### src/rtl/sram1rw64x8_pkg.sv
// rtl/sram1rw64x8_pkg.sv - shared types and sizes for the two-port SRAM1RW64x8 arbiter
package sram1rw64x8_pkg;

    localparam int ADDR_W = 6;
    localparam int DATA_W = 8;
    localparam int DEPTH  = 64;
    localparam int NPORTS = 2;

    localparam logic [ADDR_W-1:0] LAST_ADDR = ADDR_W'(DEPTH - 1);

    typedef enum logic {
        INIT,
        RUN
    } state_e;

    typedef struct packed {
        logic              we;
        logic [ADDR_W-1:0] addr;
        logic [DATA_W-1:0] wdata;
    } req_t;

endpackage

### src/rtl/sram1rw64x8_arbiter_if.sv
// rtl/sram1rw64x8_arbiter_if.sv - request/response bus between two requesters and the arbiter
interface sram1rw64x8_arbiter_if;
    import sram1rw64x8_pkg::*;

    logic [NPORTS-1:0]        req_valid;
    logic [NPORTS-1:0]        req_ready;
    logic [NPORTS-1:0]        req_we;
    logic [NPORTS*ADDR_W-1:0] req_addr;
    logic [NPORTS*DATA_W-1:0] req_wdata;
    logic                     rsp_valid;
    logic                     rsp_port;
    logic [DATA_W-1:0]        rsp_rdata;

    modport master (
        output req_valid, req_we, req_addr, req_wdata,
        input  req_ready, rsp_valid, rsp_port, rsp_rdata
    );

    modport slave (
        input  req_valid, req_we, req_addr, req_wdata,
        output req_ready, rsp_valid, rsp_port, rsp_rdata
    );

endinterface

### src/rtl/sram1rw64x8_arbiter_rr_arbiter2.sv
// rtl/sram1rw64x8_arbiter_rr_arbiter2.sv - two-requester round-robin arbiter, one grant per cycle
module rr_arbiter2 (
    input  logic       clock,
    input  logic       reset_n,
    input  logic       en_i,
    input  logic [1:0] valid_i,
    output logic [1:0] grant_o
);

    logic ptr_q, ptr_d;

    // The pointer only moves on contention, so a lone requester never steals the next turn.
    always_comb begin
        grant_o = 2'b00;
        ptr_d   = ptr_q;
        if (en_i) begin
            case (valid_i)
                2'b01:   grant_o = 2'b01;
                2'b10:   grant_o = 2'b10;
                2'b11: begin
                    grant_o[ptr_q] = 1'b1;
                    ptr_d          = ~ptr_q;
                end
                default: grant_o = 2'b00;
            endcase
        end
    end

    always_ff @(posedge clock or negedge reset_n) begin
        if (!reset_n) begin
            ptr_q <= 1'b0;
        end else begin
            ptr_q <= ptr_d;
        end
    end

endmodule

### src/rtl/sram1rw64x8_arbiter.sv
// rtl/sram1rw64x8_arbiter.sv - clears the macro after reset, then shares it round-robin between two ports
module sram1rw64x8_arbiter
    import sram1rw64x8_pkg::*;
#(
    parameter logic [DATA_W-1:0] INIT_VALUE = 8'h00
) (
    input  logic                clock,
    input  logic                reset_n,
    sram1rw64x8_arbiter_if.slave bus,
    output logic                init_done,
    output logic [ADDR_W-1:0]   sram_a,
    output logic [DATA_W-1:0]   sram_i,
    output logic                sram_csb,
    output logic                sram_web,
    output logic                sram_oeb,
    input  logic [DATA_W-1:0]   sram_o
);

    state_e            state_q, state_d;
    logic [ADDR_W-1:0] cnt_q, cnt_d;
    logic              init_done_q, init_done_d;
    logic [ADDR_W-1:0] a_q, a_d;
    logic [DATA_W-1:0] i_q, i_d;
    logic              csb_q, csb_d, web_q, web_d, oeb_q, oeb_d;
    logic              rd_v1_q, rd_v1_d, rd_p1_q, rd_p1_d;
    logic              rsp_valid_q, rsp_port_q;

    req_t       req [NPORTS];
    req_t       sel;
    logic [1:0] grant;
    logic       gport;

    always_comb begin
        for (int p = 0; p < NPORTS; p++) begin
            req[p].we    = bus.req_we[p];
            req[p].addr  = bus.req_addr[p*ADDR_W +: ADDR_W];
            req[p].wdata = bus.req_wdata[p*DATA_W +: DATA_W];
        end
    end

    rr_arbiter2 u_arb (
        .clock   (clock),
        .reset_n (reset_n),
        .en_i    (state_q == RUN),
        .valid_i (bus.req_valid),
        .grant_o (grant)
    );

    assign gport         = grant[1];
    assign sel           = req[gport];
    assign bus.req_ready = grant;

    // Pin registers default to an idle cycle; a and i keep their last value when nothing is issued.
    always_comb begin
        state_d     = state_q;
        cnt_d       = cnt_q;
        init_done_d = init_done_q;
        a_d         = a_q;
        i_d         = i_q;
        csb_d       = 1'b1;
        web_d       = 1'b1;
        oeb_d       = 1'b1;
        rd_v1_d     = 1'b0;
        rd_p1_d     = rd_p1_q;
        case (state_q)
            INIT: begin
                csb_d = 1'b0;
                web_d = 1'b0;
                a_d   = cnt_q;
                i_d   = INIT_VALUE;
                cnt_d = cnt_q + 1'b1;
                if (cnt_q == LAST_ADDR) begin
                    state_d     = RUN;
                    init_done_d = 1'b1;
                end
            end
            RUN: begin
                if (|grant) begin
                    csb_d = 1'b0;
                    a_d   = sel.addr;
                    if (sel.we) begin
                        web_d = 1'b0;
                        i_d   = sel.wdata;
                    end else begin
                        oeb_d   = 1'b0;
                        rd_v1_d = 1'b1;
                        rd_p1_d = gport;
                    end
                end
            end
            default: state_d = INIT;
        endcase
    end

    always_ff @(posedge clock or negedge reset_n) begin
        if (!reset_n) begin
            state_q     <= INIT;
            cnt_q       <= '0;
            init_done_q <= 1'b0;
            a_q         <= '0;
            i_q         <= '0;
            csb_q       <= 1'b1;
            web_q       <= 1'b1;
            oeb_q       <= 1'b1;
            rd_v1_q     <= 1'b0;
            rd_p1_q     <= 1'b0;
            rsp_valid_q <= 1'b0;
            rsp_port_q  <= 1'b0;
        end else begin
            state_q     <= state_d;
            cnt_q       <= cnt_d;
            init_done_q <= init_done_d;
            a_q         <= a_d;
            i_q         <= i_d;
            csb_q       <= csb_d;
            web_q       <= web_d;
            oeb_q       <= oeb_d;
            rd_v1_q     <= rd_v1_d;
            rd_p1_q     <= rd_p1_d;
            rsp_valid_q <= rd_v1_q;
            rsp_port_q  <= rd_p1_q;
        end
    end

    assign init_done     = init_done_q;
    assign sram_a        = a_q;
    assign sram_i        = i_q;
    assign sram_csb      = csb_q;
    assign sram_web      = web_q;
    assign sram_oeb      = oeb_q;
    assign bus.rsp_valid = rsp_valid_q;
    assign bus.rsp_port  = rsp_port_q;
    assign bus.rsp_rdata = sram_o;

endmodule

### src/flat_wrapper.sv
// flat-port wrapper written by rule: the top's interface ports become plain ports
module sram1rw64x8_arbiter_flat import sram1rw64x8_pkg::*;
#(
    parameter logic [DATA_W-1:0] INIT_VALUE = 8'h00
)
  (clock, reset_n, init_done, sram_a, sram_i, sram_csb, sram_web, sram_oeb, sram_o, bus_req_valid, bus_req_we, bus_req_addr, bus_req_wdata, bus_req_ready, bus_rsp_valid, bus_rsp_port, bus_rsp_rdata);
  sram1rw64x8_arbiter_if bus_i ();
  input  logic clock;
  input  logic reset_n;
  output logic init_done;
  output logic [ADDR_W-1:0] sram_a;
  output logic [DATA_W-1:0] sram_i;
  output logic sram_csb;
  output logic sram_web;
  output logic sram_oeb;
  input  logic [DATA_W-1:0] sram_o;
  input wire logic [$bits(bus_i.req_valid)-1:0] bus_req_valid;
  input wire logic [$bits(bus_i.req_we)-1:0] bus_req_we;
  input wire logic [$bits(bus_i.req_addr)-1:0] bus_req_addr;
  input wire logic [$bits(bus_i.req_wdata)-1:0] bus_req_wdata;
  output wire logic [$bits(bus_i.req_ready)-1:0] bus_req_ready;
  output wire logic [$bits(bus_i.rsp_valid)-1:0] bus_rsp_valid;
  output wire logic [$bits(bus_i.rsp_port)-1:0] bus_rsp_port;
  output wire logic [$bits(bus_i.rsp_rdata)-1:0] bus_rsp_rdata;
  assign bus_i.req_valid = bus_req_valid;
  assign bus_i.req_we = bus_req_we;
  assign bus_i.req_addr = bus_req_addr;
  assign bus_i.req_wdata = bus_req_wdata;
  assign bus_req_ready = bus_i.req_ready;
  assign bus_rsp_valid = bus_i.rsp_valid;
  assign bus_rsp_port = bus_i.rsp_port;
  assign bus_rsp_rdata = bus_i.rsp_rdata;
  sram1rw64x8_arbiter #(.INIT_VALUE(INIT_VALUE)) u_core (.clock(clock), .reset_n(reset_n), .bus(bus_i), .init_done(init_done), .sram_a(sram_a), .sram_i(sram_i), .sram_csb(sram_csb), .sram_web(sram_web), .sram_oeb(sram_oeb), .sram_o(sram_o));
endmodule
### config.mk
export PLATFORM = sky130hd
export DESIGN_NAME = sram1rw64x8_arbiter_flat
export DESIGN_NICKNAME = d
export VERILOG_FILES = /design/src/rtl/sram1rw64x8_pkg.sv /design/src/rtl/sram1rw64x8_arbiter_if.sv /design/src/rtl/sram1rw64x8_arbiter_rr_arbiter2.sv /design/src/rtl/sram1rw64x8_arbiter.sv /design/src/flat_wrapper.sv
export SDC_FILE = /design/constraint.sdc
export NUM_CORES = 1
export LEC_CHECK = 0
export BUFFER_PORTS_ARGS = -buffer_cell sky130_fd_sc_hd__buf_2
export CORE_ASPECT_RATIO = 1.75
export CORE_MARGIN = 4
export CORE_UTILIZATION = 40
export CTS_BUF_LIST = sky130_fd_sc_hd__clkbuf_2
export DETAILED_ROUTE_END_ITERATION = 10
export PLACE_DENSITY = 0.74
export SETUP_SLACK_MARGIN = 0.2
export SYNTH_ARGS = -nofsm -noshare
export SYNTH_HDL_FRONTEND = slang
export SYNTH_HIERARCHICAL = 1
export SYNTH_SLANG_ARGS = --single-unit
### constraint.sdc
create_clock -name clock -period 3.3 [get_ports clock]
set_clock_uncertainty 0.05 [all_clocks]
set_input_delay 0.495 -clock clock [delete_from_list [all_inputs] [get_ports clock]]
set_output_delay 0.495 -clock clock [all_outputs]
set_load 0.01 [all_outputs]
-- Word-level counts from Yosys, hierarchy flattened
Cells that the tools add are included.
Widths: inputs -> output; s select.
- add/sub/neg operators: 1
- order comparisons: 3
- eq/ne operators: 6
- mux-type cells: 24
- bitwise gates (word level): 4
- reduce and logical (&&, ||, !) cells: 6
- operators by type and width (operator ; count):
    $mux 15 ; 3
    $mux 8 ; 2
    $pmux 8 s2 ; 1
    $pmux 6 s2 ; 1
    $mux 1 ; 11
    $add 6x1->6 const B ; 1
    $eq 6x6->1 const B ; 1
    $mux 6 ; 1
    $pmux 2 s3 ; 1
    $reduce_and 2->1 ; 3
    $eq 2x2->1 const B ; 2
    $ne 2x2->1 const B ; 2
    $pmux 1 s2 ; 2
    $not 1->1 ; 3
    $reduce_and 3->1 ; 1
    $eq 2x1->1 const B ; 1
    $ge 2x2->1 const B ; 1
    $lt 1x2->1 const B ; 1
    $mux 2 ; 1
    $not 1->2 ; 1
    $reduce_or 2->1 ; 1
    $demux 1 s1 ; 1
    $ge 1x1->1 const B ; 1
    $logic_and 1x1->1 ; 1
- bits in registers: 30
- input bits: 42
- output and inout port bits: 30

-- Longest topological paths before layout
Gate-level depths: netlist (run 1).
- depth in word-level cells: 13
- gate-level depth with buffers: 8
- mapped depth without buffers: 5

-- Cells and area by module
Netlist (run 1), hierarchy kept.
- modules (own cells, without submodules) (module ; instances ; cells each ; area each (um2) ; seq. area each (um2)):
    sram1rw64x8_arbiter ; 1 ; 129 ; 1473.9 ; 729.4
    rr_arbiter2 ; 1 ; 8 ; 60.1 ; 25.0

-- Worst setup path after synthesis (run 1)
No wires, ideal clock.
- kind: input port to flip-flop
- start: input port bus_req_valid[0]
- end: register u_core.i_q[0], in the netlist u_core/sram_i[0]
- setup time: 0.125 ns
- arrival: 1.764 ns
- data required time: 3.125 ns
- setup slack: 1.361 ns
- stages: 5
- path buffers: 0
- cells stage by stage: nand2_1 a21oi_1 nand2_2 o211ai_4 mux2_2
- elaborated cells on any way between the ends: 16
- those cells by class: eq/ne: 5; mux: 8; bitwise: 1; reduce/logical: 2
- RTL lines (element ; line ; text):
    start: declaration ; flat_wrapper.sv:17 ; input wire logic [$bits(bus_i.req_valid)-1:0] bus_req_valid;
    $eq 2x2->1 / $eq 2x1->1 (equally long branches) ; sram1rw64x8_arbiter_rr_arbiter2.sv:17 ; case (valid_i)
    $pmux 2 s3 (*) ; sram1rw64x8_arbiter_rr_arbiter2.sv:17 ;
    $mux 2 (*) ; sram1rw64x8_arbiter_rr_arbiter2.sv:16 ; if (en_i) begin
    via bus_req_ready[0] ; flat_wrapper.sv:21 ; output wire logic [$bits(bus_i.req_ready)-1:0] bus_req_ready;
    $reduce_or 2->1 (*) ; sram1rw64x8_arbiter.sv:78 ; if (|grant) begin
    $ne 2x2->1 (no line) (*) ; n/a ;
    $reduce_and 2->1 (no line) (*) ; n/a ;
    end signal: assignment ; sram1rw64x8_arbiter.sv:114 ; i_q <= i_d;
    end: declaration ; sram1rw64x8_arbiter.sv:23 ; logic [DATA_W-1:0] i_q, i_d;
The timed path passes the listed nets; every way through them passes the cells marked *. The select of a mux whose other input is x is not followed.
A chain may end at the register's enable or synchronous reset.

-- Worst setup path after layout (run 1)
- start: register u_core.u_arb.ptr_q
- end: output port bus_req_ready[1]
- cells in the longest elaborated chain, start to end: 6
- elaborated cells on any way between the ends: 7
- those cells by class: order compare: 2; mux: 4; reduce/logical: 1
- ends and longest elaborated chain (element ; line ; text):
    start: declaration ; sram1rw64x8_arbiter_rr_arbiter2.sv:10 ; logic ptr_q, ptr_d;
    start signal: assignment ; sram1rw64x8_arbiter_rr_arbiter2.sv:33 ; ptr_q <= ptr_d;
    $lt 1x2->1 (implied by the code) / $ge 1x1->1 (equally long branches) ; sram1rw64x8_arbiter_rr_arbiter2.sv:21 ; grant_o[ptr_q] = 1'b1;
    $logic_and 1x1->1 (implied by the code) ; sram1rw64x8_arbiter_rr_arbiter2.sv:21 ;
    $mux 1 (implied by the code) ; sram1rw64x8_arbiter_rr_arbiter2.sv:21 ;
    $demux 1 s1 (*) ; sram1rw64x8_arbiter_rr_arbiter2.sv:21 ;
    $pmux 2 s3 (*) ; sram1rw64x8_arbiter_rr_arbiter2.sv:17 ;
    $mux 2 (*) ; sram1rw64x8_arbiter_rr_arbiter2.sv:16 ;
    end: declaration ; flat_wrapper.sv:21 ;
Every way passes the cells marked *; elsewhere a longest branch is shown, timed or not.

==> results.md, run 1 <==
* CTS tree: built
* Switching share of power at 0.229
* Crit path required time at 2.75 ns
* Vias/cell at about 5
* Avg Cell Area, Syn at between 10 and 15 µm²
* Combinational share of power at 0.056
* Yosys top cell area share at 0.440
* Post-CTS sizing at 0
* Area grow syn2layout at 18.5%
* HPWL Detailed at between 2 and 3 mm
* Leading area contributor after synthesis: dfrtp_1
* Share of cells above drive strength 1 at 0.436
* Ant diodes at 0
* Post-synthesis mux area share at 0.118
* Max Clock Freq at slightly below 500 MHz
* Largest net degree at the start of global routing at 34
* Placer congestion estimate at between 0.7 and 0.8
* Top cells by count, synth: dfrtp_1 (27), nor2b_1 (15), inv_1 (9), mux2_2 (9)
* Post-synth top flop: dfrtp_1
* Share of power burned in registers at 0.651
* Startpoint Class: register
* Unrepaired setup endpoints after global routing: false
* Final Cycle Share at 0.611
* Maximum clock insertion buffer count at 2
* Setup WS post-layout at ~1.3 ns
* Hold buffer count at CTS at 0
* Synth Area in Compound Gates at 0.109
* Die area at 0.00493 mm²
* Top Ports at 72
* WP buf/inv at 3
* Net Switching at 129 µW
* Global Route Usage Sum at 0.141
* Crit Reg-Reg Startpoint: u_core/state_q
* Worst path max stage delay at ~0.4 ns
* Status: complete, no violations
* # nets final at 230
* Slowest-stage cell, CP: dfrtp_1
* Number of synthesized flops with an enable pin at 0
* Drt pass-1 iters at 4
* Routed Antenna Nets at 0
* Root buffer cell: clkbuf_2
* Remaining Overflow, GRT at 0
* Die width at 54.8 µm
* Yosys synthesis warning count at 6
* Area of the mapped netlist at 0.00153 mm²
* CTS buffer count at 5
* DR iter-0 viols at a little over 40
* DRC errors left at 0
* Max-Cap Viols at 0
* Peak supply drop at 0.000181 V
* Skew-Pair Late Insertion Delay at 0.34 ns
* Via Count at approximately 1100
* Initial Util at 0.419
* Endpoint type of the worst setup path: primary output
* Hold crit path type: in2async
* Async S/R FF share, synth at 1.00
* Critical path type: reg2out
* DR WL/cell at 14.1 µm
* Slew Limit Fails at 0
* First-pass GRT wire length at 4.98 mm
* Site Rows at 29
* Largest family of logic cells by synthesized area: simple AND/OR/NAND/NOR gates
* Most common cell in the netlist: dfrtp_1
* Die height at 89.9 µm
* Vias in the first global route at about 1200
* CP delay by family, top: buffers and inverters
* Port Buffers at 55
* Final min period at approximately 2.0 ns
* Worst-path cell chain: inv_1 > a21oi_2 > buf_4 > buf_2
* Antenna violations before repair at 0
* Final Setup Violations at 0
* Adder-cell area share of the yosys netlist at 0.00816
* Core Area at about 0.0037 mm²
* Syn Inst Count at approximately 140
* Clk slew on worst S/H paths at roughly 0.14 ns
* Post-synthesis simple-gate area fraction at 0.142
* Critical path startpoint: u_core/u_arb/ptr_q
* Rel. slew slack at 0.570
* Arr. time, crit path at 1.47 ns
* Flops & latches, synth at 30
* # clock sinks at 30
* PD cells at 311 mW/mm²
* Seq/Total Area, Yosys at 0.492
* Worst-path fanout max at 23
* Synth Area in XOR/XNOR at 0.0343
* Distinct cells, synth at 32
* Final wirelength at 3.30 mm
* Clk pwr share at 0.293
* Htree depth at 2
* Net count after synthesis at 180
* Final count of hold timing violations at 0
* Post-CTS Setup Inserts at 0
* Total leakage power at 0.000887 µW
* Least-Margin Pin Slew at 0.644 ns
* Setup WS pre-CTS at roughly 1.3 ns
* P_int at 436 µW
* Setup Total Neg Slack at 0 ns
* Top post-synthesis cells by area: dfrtp_1 (44%), mux2_2 (6.6%), nor2b_1 (6.1%)
==> final timing paths <==
path | to | slack, ns | cells past startpoint
setup / recovery | bus_req_ready[1] | 1.28 | 4
hold / removal | u_core/bus.rsp_port | 0.1 | 1
setup reg to reg | u_core/sram_i[2] | 1.54 | 6
hold reg to reg | u_core/bus.rsp_valid | 0.32 | 0
max in group asynchronous | u_core/sram_i[5] | 2.67 | 1
min in group clock | u_core/bus.rsp_valid | 0.32 | 0
==> layer usage <==
metal	part of all wire	global-route usage
met5	0	0
met4	0.022	0.0748
met3	0.096	0.0414
met2	0.56	0.272
met1	0.32	0.110
==> placed cells by master (no fill, tap or decap), types with 2 or more instances in the layout <==
master     n
buf_2     55
dfrtp_1   27
nor2b_1   15
inv_1      9
mux2_2     9
mux2i_1    8
clkbuf_2   6
nand2_1    6
xnor2_1    6
o21ai_0    5
a211oi_1   5
nor2_1     4
o22ai_1    4
buf_4      3
a21oi_1    3
dfstp_2    3
nand4b_1   2
==> logic make-up (layout without fill, tap and decap cells) <==
kind of cell	Yosys count	after routing
simple gates	35	35
flops	30	30
compound gates	24	24
buf+inv	24	75
mux	17	17
xor+xnor	6	6
fa+ha+maj	1	1
==> worst reg2reg max path, stage by stage, from the launching register on <==
cell and delay, ns:
dfrtp_1 0.41, nand2_1 0.06, a21oi_1 0.14, buf_4 0.23, nand2_2 0.08, o211ai_4 0.31
mux2_2 0.38
==> stage by stage <==
stage / cells / total power (µW) / utilization / hold WS [ns] / instance area, µm²
CTS: 234 / 579 / 0.496 / 0.0978 / 1820
global placement: 226 / 407 / 0.485 / 0.285 / 1780
floorplan: 137 / 389 / - / 0.149 / 1530
global route: 234 / 599 / 0.496 / 0.109 / 1820
finish: 234 / 565 / 0.496 / 0.0987 / 1820
detailed placement: 226 / 408 / 0.485 / 0.292 / 1780
==> cell type report <==
cell class	count	area, µm²
fill	391	1850
sequential	30	754
multi-input combinational	83	636
timing repair buffer	58	298
tap	46	57.6
inverter	9	33.8
clock buffer	6	30.0
clock inverter	2	8.76
==> flip-flops by register name, summed over array words and instances (netlist names) <==
register / count
u_core/cnt_q: 6
u_core/sram_csb: 1
u_core/u_arb/ptr_q: 1
u_core/bus.rsp_valid: 1
u_core/bus.rsp_port: 1
u_core/sram_a: 6
u_core/sram_oeb: 1
u_core/sram_i: 8
u_core/state_q: 1
u_core/rd_v1_q: 1
u_core/sram_web: 1
u_core/init_done: 1
u_core/rd_p1_q: 1
==> power groups by stage <==
stage / clock (µW) / combinational, µW / sequential, µW
floorplan: 0 / 14.1 / 375
finish: 166 / 31.9 / 368
global route: 195 / 36.5 / 368
global placement: 0 / 32.5 / 375
detailed placement: 0 / 33.0 / 375
CTS: 178 / 33.1 / 368
Power figures use the tool's default switching activity.
==> run 2: changes to the inputs <==
PLACE_DENSITY = 0.77   (was 0.74)
clock period = 1.8 ns   (was 3.3 ns; I/O delays follow)
==> results.md, run 2 (synthesis gave the netlist of run 1 again) <==
* DR WL/cell at 14.4 µm (+2.4%)
* R2R Path End: u_core/sram_a[4]
* Clk slew on worst S/H paths at 0.15 ns (about the same)
* Final wirelength at 3.59 mm (+8.9%)
* Arr. time, crit path at 1.80 ns (+0.33 ns)
* Top Ports at 72 (unchanged)
* Drt pass-1 iters at 4 (unchanged)
* Final Setup Violations at 0 (unchanged)
* Endpoint type of the worst setup path: register
* Slew Limit Fails at 0 (unchanged)
* Vias in the first global route at 1232 (+4.9%)
* P_int at 789 µW (+81%)
* Worst-path fanout max at 7 (-70%)
* Die area at 0.00493 mm² (unchanged)
* Crit Reg-Reg Startpoint: u_core/u_arb/ptr_q
* Placer congestion estimate at 0.741 (-2.4%)
* Hold_sp: bus_req_addr[7]
* Switching share of power at 0.235 (+0.00647)
* Peak supply drop at 0.000306 V (+69%)
* Worst Hold End: u_core/sram_a[1]
* Setup Total Neg Slack at 0 ns (unchanged)
* Max Clock Freq at ~620 MHz
* Least-Margin Pin Slew at 0.644 ns (-0.000618 ns)
* Rel. slew slack at 0.571 (about the same)
* Area grow syn2layout at 32.2%
* Die width at 54.8 µm (unchanged)
* Share of cells above drive strength 1 at 0.488 (+0.0515)
* First-pass GRT wire length at 5.46 mm (+9.6%)
* Commonest non-fill, non-tap cell in the layout: buf_2
* Htree depth at 2 (unchanged)
* Final Cycle Share at 0.890
* R2R cell count at 7 (+1)
* Hold crit path type: in2reg
* Max reg flops at 8 (unchanged)
* Die height at 89.9 µm (unchanged)
* Max-Cap Viols at 0 (unchanged)
* Final count of hold timing violations at 0 (unchanged)
* # nets final at 245 (+6.5%)
* Routed Antenna Nets at 0 (unchanged)
* Ant diodes at 0 (unchanged)
* Startpoint Class: register
* Via Count at 1210 (+5.7%)
* DRC errors left at 0 (unchanged)
* Post-Route Utilization at 0.553 (+0.0574)
* Port Buffers at 55 (unchanged)
* Placed inst area at 0.00180 mm² (+1.4%)
* Layout fillers at 341 (-13%)
* Antenna violations before repair at 0 (unchanged)
* Site Rows at 29 (unchanged)
* Maximum clock insertion buffer count at 2 (unchanged)
* HPWL Detailed at 2.63 mm (+3.5%)
* Final min period at 1.60 ns
* CTS tree: built
* Global Route Usage Sum at 0.154 (+0.0131)
* Share of power burned in registers at 0.654 (+0.003)
* Core Area at 0.00366 mm² (unchanged)
* Post-route cell area at 0.00203 mm² (+12%)
* CTS buffer count at 5 (unchanged)
* Combinational share of power at 0.062 (+0.006)
* R2R setup slack at 0.20 ns (-1.34 ns)
* Unrepaired setup endpoints after global routing: true
* Status: complete, no violations
* PD cells at 508 mW/mm² (+63%)
* Skew-Pair Late Insertion Delay at 0.36 ns (+0.02 ns)
* Clk pwr share at 0.285 (-0.008)
* DR iter-0 viols at 18 (-56%)
* Net Switching at 242 µW (+88%)
* Total leakage power at 0.000982 µW (+11%)
* Largest net degree at the start of global routing at 31 (-8.8%)
* Vias/cell at 4.86 (-0.69%)
* Root buffer cell: clkbuf_2
* Initial Util at 0.419 (unchanged)
* Remaining Overflow, GRT at 0 (unchanged)
* Critical path type: reg2reg
* Min-Delay Path Depth at 3
* Total power at 1030 µW (+82%)
* Most frequent cells in the layout: buf_2 (53), dfrtp_1 (26), nor2b_1 (15), buf_4 (11), mux2_2 (9)
* # clock sinks at 30 (unchanged)
* Crit path required time at 1.99 ns (-0.76 ns)
run 2: changes by cell type in the layout (fill, tap and decap cells not counted), moves of 2 or more:
cell	change
buf_4	+8
buf_6	+5
o21ai_0	-4
o21ai_1	+4
buf_12	+2
buf_2	-2
clkinv_1	+2
run 2: worst max-delay path, cell delays in order, from the launching register on:
cell and delay, ns:
dfrtp_1 0.41, inv_2 0.06, a21oi_4 0.18, buf_12 0.16, buf_4 0.13, nor3b_4 0.05, buf_4 0.13, a221o_1 0.34
run 2: layout make-up:
class	instances	area (µm²)	share of cell area
Multi-Input combinational cell	83	658	0.324
Sequential cell	30	756	0.373
Clock buffer	5	25.0	0.0123
Inverter	9	33.8	0.0167
Clock inverter	3	11.3	0.00555
Timing Repair Buffer	73	487	0.240
Tap cell	46	57.6	0.0284
run 2: how the worst max path moves through the flow:
stage / depth (start not counted) / to / start
after floorplan: 7 / u_core/sram_i[0] / u_core/state_q
after global placement: 5 / u_core/sram_i[1] / u_core/u_arb/ptr_q
after detailed placement: 6 / u_core/sram_i[3] / u_core/u_arb/ptr_q
after CTS: 7 / u_core/sram_a[0] / u_core/state_q
after global routing: 7 / u_core/sram_a[0] / u_core/u_arb/ptr_q
final: 7 / u_core/sram_a[4] / u_core/u_arb/ptr_q
run 2: routing by layer:
| metal | track usage | part of all wire |
|---|---|---|
| met1 | 0.139 | 0.32 |
| met2 | 0.285 | 0.58 |
| met3 | 0.0414 | 0.072 |
| met4 | 0.0748 | 0.026 |
| met5 | 0 | 0 |
run 2: per-stage QoR:
step / setup WS (ns) / cells / hold WS (ns)
6_report: 0.198 / 249 / 0.140
5_1_grt: 0.109 / 249 / 0.139
3_3_place_gp: 0.215 / 227 / 0.281
2_1_floorplan: 0.0951 / 137 / -0.0756
4_1_cts: 0.171 / 247 / 0.127
3_5_place_dp: 0.185 / 227 / 0.279
run 2: what timing repair did:
action	4_1_cts	5_1_grt
hold endpoints to repair	27	0
setup endpoints to repair	10	18
resized for setup	2	11
cloned	1	0
pin swaps	1	7
hold buffers	1	0
setup buffers	10	2
run 2: power groups by stage:
| stage | Sequential, µW | Clock [µW] | Combinational [µW] |
|---|---|---|---|
| after global placement | 687 | 0 | 60.4 |
| final | 674 | 293 | 63.4 |
| after detailed placement | 687 | 0 | 61.4 |
| after global routing | 675 | 334 | 71.8 |
| after floorplan | 687 | 0 | 25.9 |
| after CTS | 674 | 306 | 63.8 |
